===== src/rtl/bus_rr_arbiter.sv =====
// Round-robin bus arbiter with registered one-hot grant and encoded owner index.
// Optional tenure limit with forced revocation when ARB_TIMEOUT_EN is defined.
module bus_rr_arbiter #(
   parameter int N_MASTERS = 4,
   parameter int ID_W      = 2,
   parameter int MAX_HOLD  = 16
) (
   input  logic                 clk,
   input  logic                 reset,
   input  logic [N_MASTERS-1:0] m_req,
   output logic [N_MASTERS-1:0] m_grnt,
   output logic [ID_W-1:0]      owner_id,
   output logic                 bus_idle,
   output logic                 timeout
);

   typedef enum logic {IDLE, OWNED} state_t;

   state_t                state_q;
   state_t                state_d;
   logic [N_MASTERS-1:0]  grnt_q;
   logic [N_MASTERS-1:0]  grnt_d;
   logic [ID_W-1:0]       owner_q;
   logic [ID_W-1:0]       owner_d;
   logic [ID_W-1:0]       ptr_q;
   logic [ID_W-1:0]       ptr_d;
   logic [N_MASTERS-1:0]  cand;
   logic                  owner_req;
   logic                  win_vld;
   logic [ID_W-1:0]       win_id;
   logic                  revoke;

   if (N_MASTERS < 2 || N_MASTERS > 8 || (2 ** ID_W) < N_MASTERS
       || MAX_HOLD < 2) begin : g_bad_cfg
      $error("bus_rr_arbiter: illegal parameter combination");
   end

   // The owner is never a candidate, so a revoke skips it naturally.
   assign cand      = m_req & ~grnt_q;
   assign owner_req = |(m_req & grnt_q);

   always_comb begin
      win_vld = 1'b0;
      win_id  = '0;
      for (int k = N_MASTERS; k >= 1; k--) begin
         int s;
         s = int'(ptr_q) + k;
         if (s >= N_MASTERS) s = s - N_MASTERS;
         if (cand[s[ID_W-1:0]]) begin
            win_vld = 1'b1;
            win_id  = s[ID_W-1:0];
         end
      end
   end

`ifdef ARB_TIMEOUT_EN
   localparam int CNT_W = $clog2(MAX_HOLD);

   logic [CNT_W-1:0] cnt_q;
   logic             tmo_q;

   assign revoke = (state_q == OWNED) && owner_req && win_vld
                   && (cnt_q == CNT_W'(MAX_HOLD - 1));

   always_ff @(posedge clk) begin
      if (reset) begin
         cnt_q <= '0;
         tmo_q <= 1'b0;
      end else begin
         tmo_q <= revoke;
         if (state_d != OWNED || grnt_d != grnt_q)
            cnt_q <= '0;
         else if (cnt_q != CNT_W'(MAX_HOLD - 1))
            cnt_q <= cnt_q + CNT_W'(1);
      end
   end

   assign timeout = tmo_q;
`else
   assign revoke  = 1'b0;
   assign timeout = 1'b0;
`endif

   always_ff @(posedge clk) begin
      if (reset) begin
         state_q <= IDLE;
         grnt_q  <= '0;
         owner_q <= '0;
         ptr_q   <= ID_W'(N_MASTERS - 1);
      end else begin
         state_q <= state_d;
         grnt_q  <= grnt_d;
         owner_q <= owner_d;
         ptr_q   <= ptr_d;
      end
   end

   always_comb begin
      state_d = state_q;
      grnt_d  = grnt_q;
      owner_d = owner_q;
      ptr_d   = ptr_q;
      unique case (state_q)
         IDLE: begin
            if (win_vld) begin
               state_d = OWNED;
               grnt_d  = N_MASTERS'(1) << win_id;
               owner_d = win_id;
               ptr_d   = win_id;
            end
         end
         OWNED: begin
            if (!owner_req || revoke) begin
               if (win_vld) begin
                  grnt_d  = N_MASTERS'(1) << win_id;
                  owner_d = win_id;
                  ptr_d   = win_id;
               end else begin
                  state_d = IDLE;
                  grnt_d  = '0;
               end
            end
         end
      endcase
   end

   always_comb begin
      m_grnt   = grnt_q;
      owner_id = owner_q;
      bus_idle = (state_q == IDLE);
   end

endmodule

===== config.mk =====
export PLATFORM = sky130hd
export DESIGN_NAME = bus_rr_arbiter
export DESIGN_NICKNAME = d
export VERILOG_FILES = /design/src/rtl/bus_rr_arbiter.sv
export SDC_FILE = /design/constraint.sdc
export NUM_CORES = 1
export LEC_CHECK = 0
export ABC_AREA = 1
export BUFFER_PORTS_ARGS = -buffer_cell sky130_fd_sc_hd__buf_2
export CAP_MARGIN = 25
export CORE_MARGIN = 8
export CORE_UTILIZATION = 45
export CTS_CLUSTER_DIAMETER = 40
export DETAILED_ROUTE_END_ITERATION = 7
export HOLD_SLACK_MARGIN = 0.05
export PLACE_DENSITY = 0.68
export SLEW_MARGIN = 20
export SYNTH_ARGS = -nofsm -noshare
export SYNTH_HDL_FRONTEND = slang
export SYNTH_SLANG_ARGS = --single-unit

===== constraint.sdc =====
create_clock -name clk -period 3.3 [get_ports clk]
set_input_delay 0.825 -clock clk [delete_from_list [all_inputs] [get_ports clk]]
set_output_delay 0.825 -clock clk [all_outputs]
set_load 0.02 [all_outputs]

# Word-level counts from Yosys, hierarchy flattened
# Index checks and enable logic that the tools add are counted.
# Widths: inputs -> output; s select.
# word_totals
wordCells	62
regBits	9
inputBits	6
# classes
n_bitwise	4
reduce_logical	2
n_eq_ne	2
order_cmp	8
add_sub_neg	8
n_shift	1
muxes	33
# op_table
cell	n
$mux 2	12
$lt 2x3->1 const B	4
$mux 4	3
$mux 1	10
$ge 3x3->1 const B	3
$and 4x4->4	2
$bmux 1 s2	4
$pmux 2 s2	2
$pmux 4 s2	1
$sub 2x1->2 const B	4
$add 2x2->3 const B	2
$add 2x3->4 const B	1
$ge 4x3->1 const B	1
$not 4->4	1
$reduce_or 4->1	1
$shl 1x2->4 const A	1
$add 2x1->3 const B	1
$ne 2x1->1 const B	1
$ne 2x2->1 const B	1
$pmux 1 s2	1
$reduce_and 2->1	1
$not 1->1	1

# Longest topological paths before layout
# Gate-level depths: netlist of run 1.
# depth
ltp_word	13
depth_mapped	13
depth_no_buf	13

# Worst setup path after synthesis of run 1
# No wires, ideal clock.
# synth_path
path_type	input to register
from	input port m_req[3]
to	register grnt_q[2], in the netlist m_grnt[2]
cell_stages	10
arrival_time_ns	1.619
slack_ns	1.570
required_time_ns	3.189
path_buffers	0
cell_sequence	nand3_1 > nand2_1 > nor2_2 > nand3_2 > nor2_4 > nor2_4 > nand2_2 > nor2_1 > nor2_1 > nor2_1
# synth_via
elab_chain_len	11
# synth_rtl
element	line_no	source
start, declared	10	input logic [N_MASTERS-1:0] m_req,
$and 4x4->4	39	assign cand = m_req & ~grnt_q;
$bmux 1 s2	49	if (cand[s[ID_W-1:0]]) begin
$mux 1 (not written as such)	49	
$mux 2 (4 in series)	49	
$shl 1x2->4	107, 115	
$mux 4	114	if (win_vld) begin
$mux 4	113	if (!owner_req || revoke) begin
$pmux 4 s2	103	unique case (state_q)
end signal, assigned	92	grnt_q <= grnt_d;
end, declared	21	logic [N_MASTERS-1:0] grnt_q;
# Several ways; a longest one is shown, not always the timed one. The select of a mux whose other input is x is not followed.
# A chain may end at the register's enable or synchronous reset.

# Worst setup path in the final report of run 1
# layout_path
from	input port m_req[2]
to	register grnt_q[1], in the netlist m_grnt[1]
# Same word-level chain as after synthesis.

==> run_results.csv, run 1 <==
group,metric,value,unit
clock_network,cts.repair_timing.setup_buffer_count,0,
power_and_ir_drop,p_comb_share,68.3,%
sta,worst_clock_skew,0.0005835,ns
power_and_ir_drop,leakage,0.3742,nW
yosys,yosysWarningCount,0,
power_and_ir_drop,cellInternalPower,0.0003835,W
finish,synthToLayoutAreaGrowth,15.54,%
yosys,ys_seq_area_share,28.69,%
worst_hold_path,timing.hold.worst.class,"reg -> reg",
yosys,syn_inst,91,
detailed_routing,drt_iter0_markers,18,
clock_network,clock_path_buffers,2,
setup_path,critPathArrivalTime,1.89,ns
clock_network,clock_transition_at_the_register_clock_pins_on_the_worst_setup_and_hold_paths_after_cts,0.06,ns
setup_path,worstSetupPathType,"in -> reg",
global_routing,initial_antenna_violation_count,0,
placement,port_buffers,12,
sta,timing_max_transition_violations_final,0,
yosys,ys_top_cells_by_area,"sky130_fd_sc_hd__dfxtp_1, sky130_fd_sc_hd__nand2_1, sky130_fd_sc_hd__nand3_1",
yosys,yosysUniqueCellTypes,21,
yosys,yosysTopAreaCell,"sky130_fd_sc_hd__dfxtp_1",
detailed_routing,drt_pass1_iterations,4,
finish,n_antenna_cell,0,
die,die_x,53.36,um
setup_path,critPathCaptureType,"flip-flop",
power_and_ir_drop,power_per_cell_area,1140,nW/um2
detailed_routing,final_ant_viol_nets,0,
die,die_area,2847,um2
power_and_ir_drop,seq_power_share,21.5,%
status,run_status,"finished, final reports clean",
setup_path,cp_top_family,"simple AND/OR/NAND/NOR gates",
detailed_routing,avgRoutedWirePerCell,11.34,um
finish,layout.nets,113,
sta,setup_viol_count_final,0,
setup_path,critPathMostFrequentCell,"sky130_fd_sc_hd__nand3_1",
clock_network,postCtsResizedCells,0,
global_routing,grt_pass1_wl,2401,um
die,core.rowCount,13,
setup_path,timing.critical_path.buf_inv,2,
yosys,syn_area_per_cell,6.902,um2
die,core-area,1301,um2
yosys,netlist_area,628.1,um2
clock_network,number_of_clock_sinks_seen_by_cts,9,
clock_network,clock_tree.htree_level_count,1,
clock_network,cts_made_buffers,3,
die,initial_core_util,48.27,%
die,ioPinCount,14,
finish,fraction_of_layout_instances_using_a_drive_strength_above_1,33.02,%
yosys,synthesis.nets,97,
finish,regArea,180.2,um2
detailed_routing,post_drt_via_cell_ratio,5.017,
sta,post-route-period-util,51.37,%
sta,fin_tns_setup,0,ns
setup_path,timing.critical_path.fanout_max,3,
setup_path,critical_path.startpoint_type,"primary input",
clock_network,tritoncts,"yes",
die,die_height,53.36,um
sta,final-hold-violation-count,0,
global_routing,overflow,0,
clock_network,clk_latency,0.26,ns
power_and_ir_drop,ir_worst_vdd,0.0004751,V
finish,multi_input_area,377.9,um2
job,timing.max_cap.violations,0,
setup_path,cpPeakStageDelay,0.15,ns
detailed_routing,vias,607,
detailed_routing,finalWirelength,1372,um
global_routing,grt_max_degree,9,
sta,timing.final.crit_period,1.695,ns
power_and_ir_drop,switching_share,53.66,%
power_and_ir_drop,totalPowerFinal,0.0008276,W
setup_path,cells_traversed_along_the_worst_timing_path,"buf_2, nand3_1, nand2_2, nand2_1, nand3_1, nand3_1, nand2_1, inv_1, nand3_1, a21oi_1",
placement,post-dp-hpwl,1105,um
detailed_routing,post-route-drc-count,0,
global_routing,via_count_of_the_first_global_routing_pass,597,
power_and_ir_drop,p_sw,0.0004441,W
sta,max_freq,589.9,MHz
power_and_ir_drop,clkPwrFrac,10.1,%
clock_network,holdBufCountCts,0,
yosys,ys_ff_latch,9,
placement,routability_congestion,0.8197,
global_routing,grt_usage,11.05,%
setup_path,cpMaxStageDelayCell,"sky130_fd_sc_hd__a21oi_1",
yosys,post-synth-top-area-fraction,28.69,%
sta,grt_setup_unrepaired,"no",
finish,final.fill_count,142,
setup_path,required_time_of_the_worst_setup_path,3.49,ns
clock_network,root_buffer,"sky130_fd_sc_hd__clkbuf_4",
## path summary, 6_finish.rpt
kind                                          startpoint                  endpoint  slack, ns  cells past startpoint
worst min register to register  owner_id[0]$_SDFFE_PP0P_  owner_id[0]$_SDFFE_PP0P_       0.46                      2
worst max-delay path                            m_req[2]    m_grnt[1]$_SDFFE_PP0P_       1.60                     10
worst max register to register     ptr_q[0]$_SDFFE_PP1P_    m_grnt[1]$_SDFFE_PP0P_       1.74                     10
worst min-delay path            owner_id[0]$_SDFFE_PP0P_  owner_id[0]$_SDFFE_PP0P_       0.46                      2
## kinds of logic (layout without fill, tap and decap cells)
family	Yosys count	after routing	share of synthesized area (%)
other	1	1	0.5970
AND/OR/NAND/NOR	54	54	47.81
buffers and inverters	16	31	11.15
AO/OA/AOI/OAI	11	11	11.75
flip-flops	9	9	28.68
## layout make-up
type,instances,share of cell area (%)
repair buffers,12,8.276
multi-input cells,66,52.07
clock buffers,4,3.621
inverters,15,8.621
well taps,15,2.586
flip-flops and latches,9,24.83
## cell usage in the layout, fill, tap and decap left out
cell                        n
sky130_fd_sc_hd__nand2_1   18
sky130_fd_sc_hd__inv_1     12
sky130_fd_sc_hd__nand3_1   12
sky130_fd_sc_hd__buf_2     12
sky130_fd_sc_hd__dfxtp_1    9
sky130_fd_sc_hd__nor2_1     7
sky130_fd_sc_hd__nand2_2    6
sky130_fd_sc_hd__a21oi_1    5
sky130_fd_sc_hd__nand3_2    4
sky130_fd_sc_hd__nand2_4    3
sky130_fd_sc_hd__clkbuf_4   3
sky130_fd_sc_hd__a22o_1     2
sky130_fd_sc_hd__nor2_4     2
sky130_fd_sc_hd__o211ai_1   2
sky130_fd_sc_hd__inv_2      1
sky130_fd_sc_hd__clkinv_4   1
sky130_fd_sc_hd__nor2_2     1
sky130_fd_sc_hd__a21oi_2    1
sky130_fd_sc_hd__clkinv_2   1
sky130_fd_sc_hd__nand4_1    1
sky130_fd_sc_hd__o31ai_1    1
sky130_fd_sc_hd__conb_1     1
sky130_fd_sc_hd__clkbuf_1   1
## flip-flops by register name, summed over array words and instances (netlist names)
signal and flops:
m_grnt 4, owner_id 2, ptr_q 2, state_q 1
## power groups by stage
| stage | registers [W] | clock network, W | logic, W |
|---|---|---|---|
| after global placement | 0.000180 | 0 | 0.000559 |
| after CTS | 0.000179 | 0.0000860 | 0.000568 |
| final | 0.000178 | 0.0000837 | 0.000566 |
| after floorplan | 0.000201 | 0 | 0.000434 |
| after detailed placement | 0.000181 | 0 | 0.000560 |
| after global routing | 0.000184 | 0.0000910 | 0.000635 |
## synthesized netlist by cell type (all sizes together)
library cell	number
a22o	2
o31ai	1
nor2	10
inv	13
nand3	16
o211ai	2
buf	1
conb	1
dfxtp	9
nand4	1
clkinv	2
nand2	27
a21oi	6
## per-stage QoR
stage                     instance area, um2  utilization, %  hold slack, ns  std cells  worst slack [ns]
after floorplan                        628.1               -          0.5299         91             1.570
after global placement                 699.4           53.75          0.4490        117             1.360
after detailed placement               699.4           53.75          0.4489        117             1.351
after CTS                              725.7           55.77          0.4654        121             1.613
after global routing                   725.7           55.77          0.5019        121             1.454
final                                  725.7           55.77          0.4619        121             1.605
## worst reg2reg max path: cells and delay by family, from the launching register on
family                 cells  cell delay [ns]
AO/OA/AOI/OAI              1             0.15
buffers and inverters      2             0.24
flip-flops                 1             0.43
AND/OR/NAND/NOR            7             0.68
## layer usage
layer | routed length [um] | GRT usage [%] | vias to the layer above
met2 | 678 | 18.95 | 11
li1 | - | - | 321
met4 | 55 | 7.563 | 0
met3 | 34 | 1.961 | 7
met5 | 0 | 0 | -
met1 | 604 | 11.93 | 268
Power figures use the tool's default switching activity.
==> inputs of run 2 (changes only) <==
- clock period: 3.3 -> 1.6 ns (I/O delays scaled with it)
==> run_results.csv, run 2 (synthesized netlist as in run 1, its figures left out) <==
group,metric,value,unit
status,run_status,"finished, final reports clean",
placement,post-dp-hpwl,1120,um
clock_network,clk_latency,0.25,ns
die,die_height,53.36,um
detailed_routing,vias,613,
power_and_ir_drop,power_per_cell_area,2362,nW/um2
setup_path,critical_path.startpoint_type,"flip-flop",
detailed_routing,final_ant_viol_nets,0,
job,timing.max_cap.violations,0,
global_routing,via_count_of_the_first_global_routing_pass,574,
placement,placedInstanceArea,706.9,um2
placement,port_buffers,12,
die,ioPinCount,14,
setup_path,cpPeakStageDelay,0.38,ns
placement,routability_congestion,0.7639,
sta,worst_clock_skew,0.001799,ns
detailed_routing,post-route-drc-count,0,
sta,post-route-period-util,95.02,%
detailed_routing,finalWirelength,1382,um
power_and_ir_drop,leakage,0.3860,nW
global_routing,initial_antenna_violation_count,0,
detailed_routing,post_drt_via_cell_ratio,4.984,
placement,numPlacedInstances,118,
detailed_routing,drt_iter0_markers,17,
detailed_routing,routed-wl-met2,694,um
power_and_ir_drop,ir_worst_vdd,0.001036,V
detailed_routing,avgRoutedWirePerCell,11.24,um
global_routing,grt_pass1_wl,2249,um
setup_path,timing.critical_path.buf_inv,2,
clock_network,root_buffer,"sky130_fd_sc_hd__clkbuf_4",
clock_network,holdBufCountCts,0,
detailed_routing,drt_pass1_iterations,4,
finish,layout.nets,115,
finish,n_antenna_cell,0,
finish,most_common_library_cell_in_the_layout_ignoring_fill_and_taps,"sky130_fd_sc_hd__nand2_1",
sta,timing.final.crit_period,1.520,ns
setup_path,timing.critical_path.fanout_max,8,
finish,largest_reg_flops,4,
clock_network,clock_transition_at_the_register_clock_pins_on_the_worst_setup_and_hold_paths_after_cts,0.06,ns
sta,final-hold-violation-count,0,
clock_network,number_of_clock_sinks_seen_by_cts,9,
sta,fin_tns_setup,0,ns
setup_path,worstSetupPathType,"reg -> reg",
global_routing,grt_usage,9.989,%
setup_path,required_time_of_the_worst_setup_path,1.78,ns
setup_path,critPathCaptureType,"flip-flop",
detailed_routing,detail_route.wirelength.met1,638,um
clock_network,clock_path_buffers,2,
setup_path,cpMaxStageDelayCell,"sky130_fd_sc_hd__dfxtp_4",
die,die_area,2847,um2
finish,fraction_of_layout_instances_using_a_drive_strength_above_1,39.81,%
clock_network,cts_made_buffers,3,
finish,most_frequent_cells_in_the_layout,"sky130_fd_sc_hd__nand2_1, sky130_fd_sc_hd__nand3_1, sky130_fd_sc_hd__buf_2",
sta,timing_max_transition_violations_final,0,
setup_path,cells_traversed_along_the_worst_timing_path,"inv_8, nand3_1, nand2_2, nand2_2, nand3_2, nor2_4, nor2_4, nand2_2, buf_4, a21oi_1",
sta,max_freq,657.8,MHz
die,core-area,1301,um2
clock_network,clock_tree.htree_level_count,1,
worst_hold_path,timing.hold.worst.class,"in -> reg",
global_routing,grt_max_degree,9,
finish,final.fill_count,136,
die,core.rowCount,13,
setup_path,cp_top_family,"simple AND/OR/NAND/NOR gates",
detailed_routing,wl_met3,29,um
global_routing,overflow,0,
finish,layoutNonFillerInstCount,123,
detailed_routing,routed.top_layer,"met4",
clock_network,tritoncts,"yes",
sta,setup_viol_count_final,0,
finish,postLayoutCellArea,759.5,um2
die,initial_core_util,48.27,%
finish,synthToLayoutAreaGrowth,20.92,%
setup_path,critPathMostFrequentCell,"sky130_fd_sc_hd__nand2_2",
finish,multi_input_area,382.9,um2
finish,regArea,186.4,um2
die,die_x,53.36,um
setup_path,critPathArrivalTime,1.71,ns
run 2: changes by cell type in the layout (fill, tap and decap cells not counted), moves of 2 or more:
cell                      before  now
sky130_fd_sc_hd__buf_4         0    2
sky130_fd_sc_hd__dfxtp_1       9    6
sky130_fd_sc_hd__dfxtp_2       0    2
sky130_fd_sc_hd__nand2_1      18   16
sky130_fd_sc_hd__nand2_2       6    8
run 2: layout make-up:
cell class / instances / area share [%]
Tap cell: 15 / 2.471
Clock buffer: 4 / 3.460
Multi-Input combinational cell: 66 / 50.41
Inverter: 15 / 9.226
Timing Repair Buffer: 14 / 9.885
Sequential cell: 9 / 24.55
run 2: per-layer routing:
layer / track usage [%] / vias to the layer above
li1: - / 328
met1: 11.62 / 273
met2: 17.38 / 8
met3: 1.961 / 4
met4: 3.782 / 0
met5: 0 / -
run 2: path summary, 6_finish.rpt:
check	cells past startpoint	start	slack (ns)	end
worst max-delay path	10	ptr_q[0]$_SDFFE_PP1P_	0.08	owner_id[1]$_SDFFE_PP0P_
worst max register to register	10	ptr_q[0]$_SDFFE_PP1P_	0.08	owner_id[1]$_SDFFE_PP0P_
worst min register to register	2	owner_id[1]$_SDFFE_PP0P_	0.46	owner_id[1]$_SDFFE_PP0P_
worst min-delay path	2	reset	0.39	m_grnt[1]$_SDFFE_PP0P_
run 2: through the flow:
stage	hold WS (ns)	utilization, %	power [W]	setup slack (ns)
after CTS	0.3953	56.44	0.001714	0.06198
after global routing	0.3956	58.37	0.001950	-0.0002024
after floorplan	0.4691	-	0.001308	0.1336
after detailed placement	0.4509	54.33	0.001537	0.008574
after global placement	0.4477	54.33	0.001528	0.02102
final	0.3895	58.37	0.001794	0.07972
run 2: worst reg2reg max path, cell delays in order (launching register included):
cell,delay [ns]
sky130_fd_sc_hd__dfxtp_4,0.38
sky130_fd_sc_hd__inv_8,0.08
sky130_fd_sc_hd__nand3_1,0.09
sky130_fd_sc_hd__nand2_2,0.10
sky130_fd_sc_hd__nand2_2,0.08
sky130_fd_sc_hd__nand3_2,0.11
sky130_fd_sc_hd__nor2_4,0.06
sky130_fd_sc_hd__nor2_4,0.19
sky130_fd_sc_hd__nand2_2,0.10
sky130_fd_sc_hd__buf_4,0.14
sky130_fd_sc_hd__a21oi_1,0.12
run 2: power breakdown:
group	total (W)	internal (W)	switching, W	leakage (nW)
clock network	0.000165	0.0000955	0.0000698	0.0150
logic	0.00124	0.000450	0.000792	0.296
registers	0.000387	0.000316	0.0000708	0.0754
run 2: repair_timing:
action,CTS,global route
resized for setup,1,9
cloned,0,0
pin swaps,0,5
setup buffers,0,1
setup endpoints to repair,1,3
==> inputs of run 3 (changes only) <==
--- a/config.mk
+++ b/config.mk
@@ -15,3 +15,3 @@
 export HOLD_SLACK_MARGIN = 0.05
-export PLACE_DENSITY = 0.68
+export PLACE_DENSITY = 0.78
 export SLEW_MARGIN = 20
==> constraint.sdc (replaced) <==
create_clock -name clk -period 1.53 [get_ports clk]
set_input_delay 0.0765 -clock clk [delete_from_list [all_inputs] [get_ports clk]]
set_output_delay 0.0765 -clock clk [all_outputs]
set_load 0.02 [all_outputs]
==> run_results.csv, run 3 (synthesized netlist as in run 1, its figures left out) <==
group,metric,value,unit
global_routing,grt_usage,11.10,%
sta,fin_hold_ws,0.05945,ns
sta,max_freq,678.7,MHz
setup_path,critical_path.startpoint_type,"flip-flop",
finish,most_frequent_cells_in_the_layout,"sky130_fd_sc_hd__nand2_1, sky130_fd_sc_hd__nand3_1, sky130_fd_sc_hd__buf_2",
setup_path,critPathArrivalTime,1.63,ns
finish,n_antenna_cell,0,
clock_network,tritoncts,"yes",
detailed_routing,wl_met3,61,um
clock_network,clk_latency,0.27,ns
global_routing,overflow,0,
clock_network,root_buffer,"sky130_fd_sc_hd__clkbuf_4",
detailed_routing,finalWirelength,1526,um
detailed_routing,routed-wl-met2,742,um
setup_path,critPathMostFrequentCell,"sky130_fd_sc_hd__nor2_4",
die,core.rowCount,13,
finish,most_common_library_cell_in_the_layout_ignoring_fill_and_taps,"sky130_fd_sc_hd__nand2_1",
clock_network,clock_path_buffers,2,
power_and_ir_drop,ir_worst_vdd,0.001260,V
sta,timing.final.crit_period,1.473,ns
finish,largest_reg_flops,4,
sta,setup_viol_count_final,0,
detailed_routing,avgRoutedWirePerCell,12.41,um
placement,routability_congestion,0.7896,
global_routing,via_count_of_the_first_global_routing_pass,553,
die,die_x,53.36,um
detailed_routing,detail_route.wirelength.met1,672,um
finish,layout.nets,115,
detailed_routing,drt_iter0_markers,15,
sta,worst_clock_skew,0.005225,ns
worst_hold_path,timing.hold.worst.class,"in -> reg",
setup_path,cpMaxStageDelayCell,"sky130_fd_sc_hd__dfxtp_4",
worst_hold_path,worst_hold_path.num_cells,2,
clock_network,number_of_clock_sinks_seen_by_cts,9,
setup_path,required_time_of_the_worst_setup_path,1.69,ns
placement,post-dp-hpwl,1157,um
sta,post-route-period-util,96.30,%
global_routing,grt_max_degree,9,
sta,grt_setup_unrepaired,"yes",
detailed_routing,post-route-drc-count,0,
global_routing,initial_antenna_violation_count,0,
die,die_height,53.36,um
die,ioPinCount,14,
clock_network,clock_transition_at_the_register_clock_pins_on_the_worst_setup_and_hold_paths_after_cts,0.06,ns
setup_path,timing.critical_path.fanout_max,8,
clock_network,clock_tree.htree_level_count,1,
job,timing.max_cap.violations,0,
detailed_routing,drt_pass1_iterations,4,
global_routing,grt_pass1_wl,2373,um
power_and_ir_drop,totalPowerFinal,0.001980,W
die,die_area,2847,um2
detailed_routing,final_ant_viol_nets,0,
detailed_routing,routed.top_layer,"met4",
placement,port_buffers,12,
power_and_ir_drop,power_per_cell_area,2536,nW/um2
die,initial_core_util,48.27,%
die,core-area,1301,um2
clock_network,holdBufCountCts,0,
setup_path,worstSetupPathType,"reg -> reg",
setup_path,cells_traversed_along_the_worst_timing_path,"inv_6, nand3_1, nand2_2, nor2_4, nand3_4, nor2_4, nor2_4, nand2_2, nor2_2, nor2_1, nor2_1",
setup_path,worst-r2r-cell-count,11,
status,run_status,"finished, final reports clean",
finish,synthToLayoutAreaGrowth,24.30,%
sta,final-hold-violation-count,0,
power_and_ir_drop,leakage,0.3832,nW
finish,fraction_of_layout_instances_using_a_drive_strength_above_1,46.30,%
clock_network,cts_made_buffers,3,
sta,timing_max_transition_violations_final,0,
setup_path,cpPeakStageDelay,0.40,ns
detailed_routing,post_drt_via_cell_ratio,5.073,
detailed_routing,vias,624,
setup_path,critPathCaptureType,"flip-flop",
==> run 3: cell types whose count changed in the layout (fill, tap and decap cells not counted), moves of 2 or more <==
cell and delta:
sky130_fd_sc_hd__inv_1 -2, sky130_fd_sc_hd__inv_2 +2, sky130_fd_sc_hd__nand2_2 +3, sky130_fd_sc_hd__nand2_1 -3
==> run 3: through the flow <==
| step | instances | cell area [um2] | TNS (ns) | utilization, % | worst slack [ns] |
|---|---|---|---|---|---|
| global placement | 117 | 699.4 | 0 | 53.75 | 0.02866 |
| finish | 123 | 780.7 | 0 | 60.00 | 0.05668 |
| CTS | 121 | 726.9 | 0 | 55.87 | 0.0004529 |
| floorplan | 91 | 628.1 | 0 | - | 0.06362 |
| detailed placement | 117 | 699.4 | -0.008210 | 53.75 | -0.008210 |
| global route | 123 | 780.7 | -0.06746 | 60.00 | -0.03385 |
==> run 3: layout make-up <==
type	instances	area, um2
Multi-Input combinational cell	66	405.4
Inverter	15	67.56
Clock buffer	4	26.28
Fill cell	120	520.5
Tap cell	15	18.77
Sequential cell	9	187.7
Timing Repair Buffer	14	75.07
==> run 3: layer usage <==
metal	GRT usage [%]	up-vias
met4	6.303	0
met3	3.922	7
met1	12.85	271
met5	0	-
met2	17.19	15
li1	-	331
==> run 3: repair_timing <==
action,CTS,global route
resized for setup,1,17
setup buffers,0,2
pin swaps,0,7
endpoints found under the setup margin,2,7
==> run 3: worst max-delay path: cells and delay by family (launching register included) <==
family / cells / cell delay [ns]
AND/OR/NAND/NOR: 10 / 0.93
flip-flops: 1 / 0.40
buffers and inverters: 1 / 0.05
==> run 3: final timing paths <==
path	slack (ns)	start	end
worst max-delay path	0.06	ptr_q[0]$_SDFFE_PP1P_	m_grnt[2]$_SDFFE_PP0P_
worst min-delay path	0.06	reset	owner_id[0]$_SDFFE_PP0P_
worst max register to register	0.06	ptr_q[0]$_SDFFE_PP1P_	m_grnt[2]$_SDFFE_PP0P_
worst min register to register	0.46	owner_id[1]$_SDFFE_PP0P_	owner_id[1]$_SDFFE_PP0P_
==> run 3: report_power, final <==
group | internal, W | total, W | switching [W] | leakage (nW)
registers | 0.000334 | 0.000412 | 0.0000782 | 0.0753
logic | 0.000482 | 0.00138 | 0.000896 | 0.293
clock network | 0.000101 | 0.000189 | 0.0000886 | 0.0150
total | 0.000917 | 0.00198 | 0.00106 | 0.383
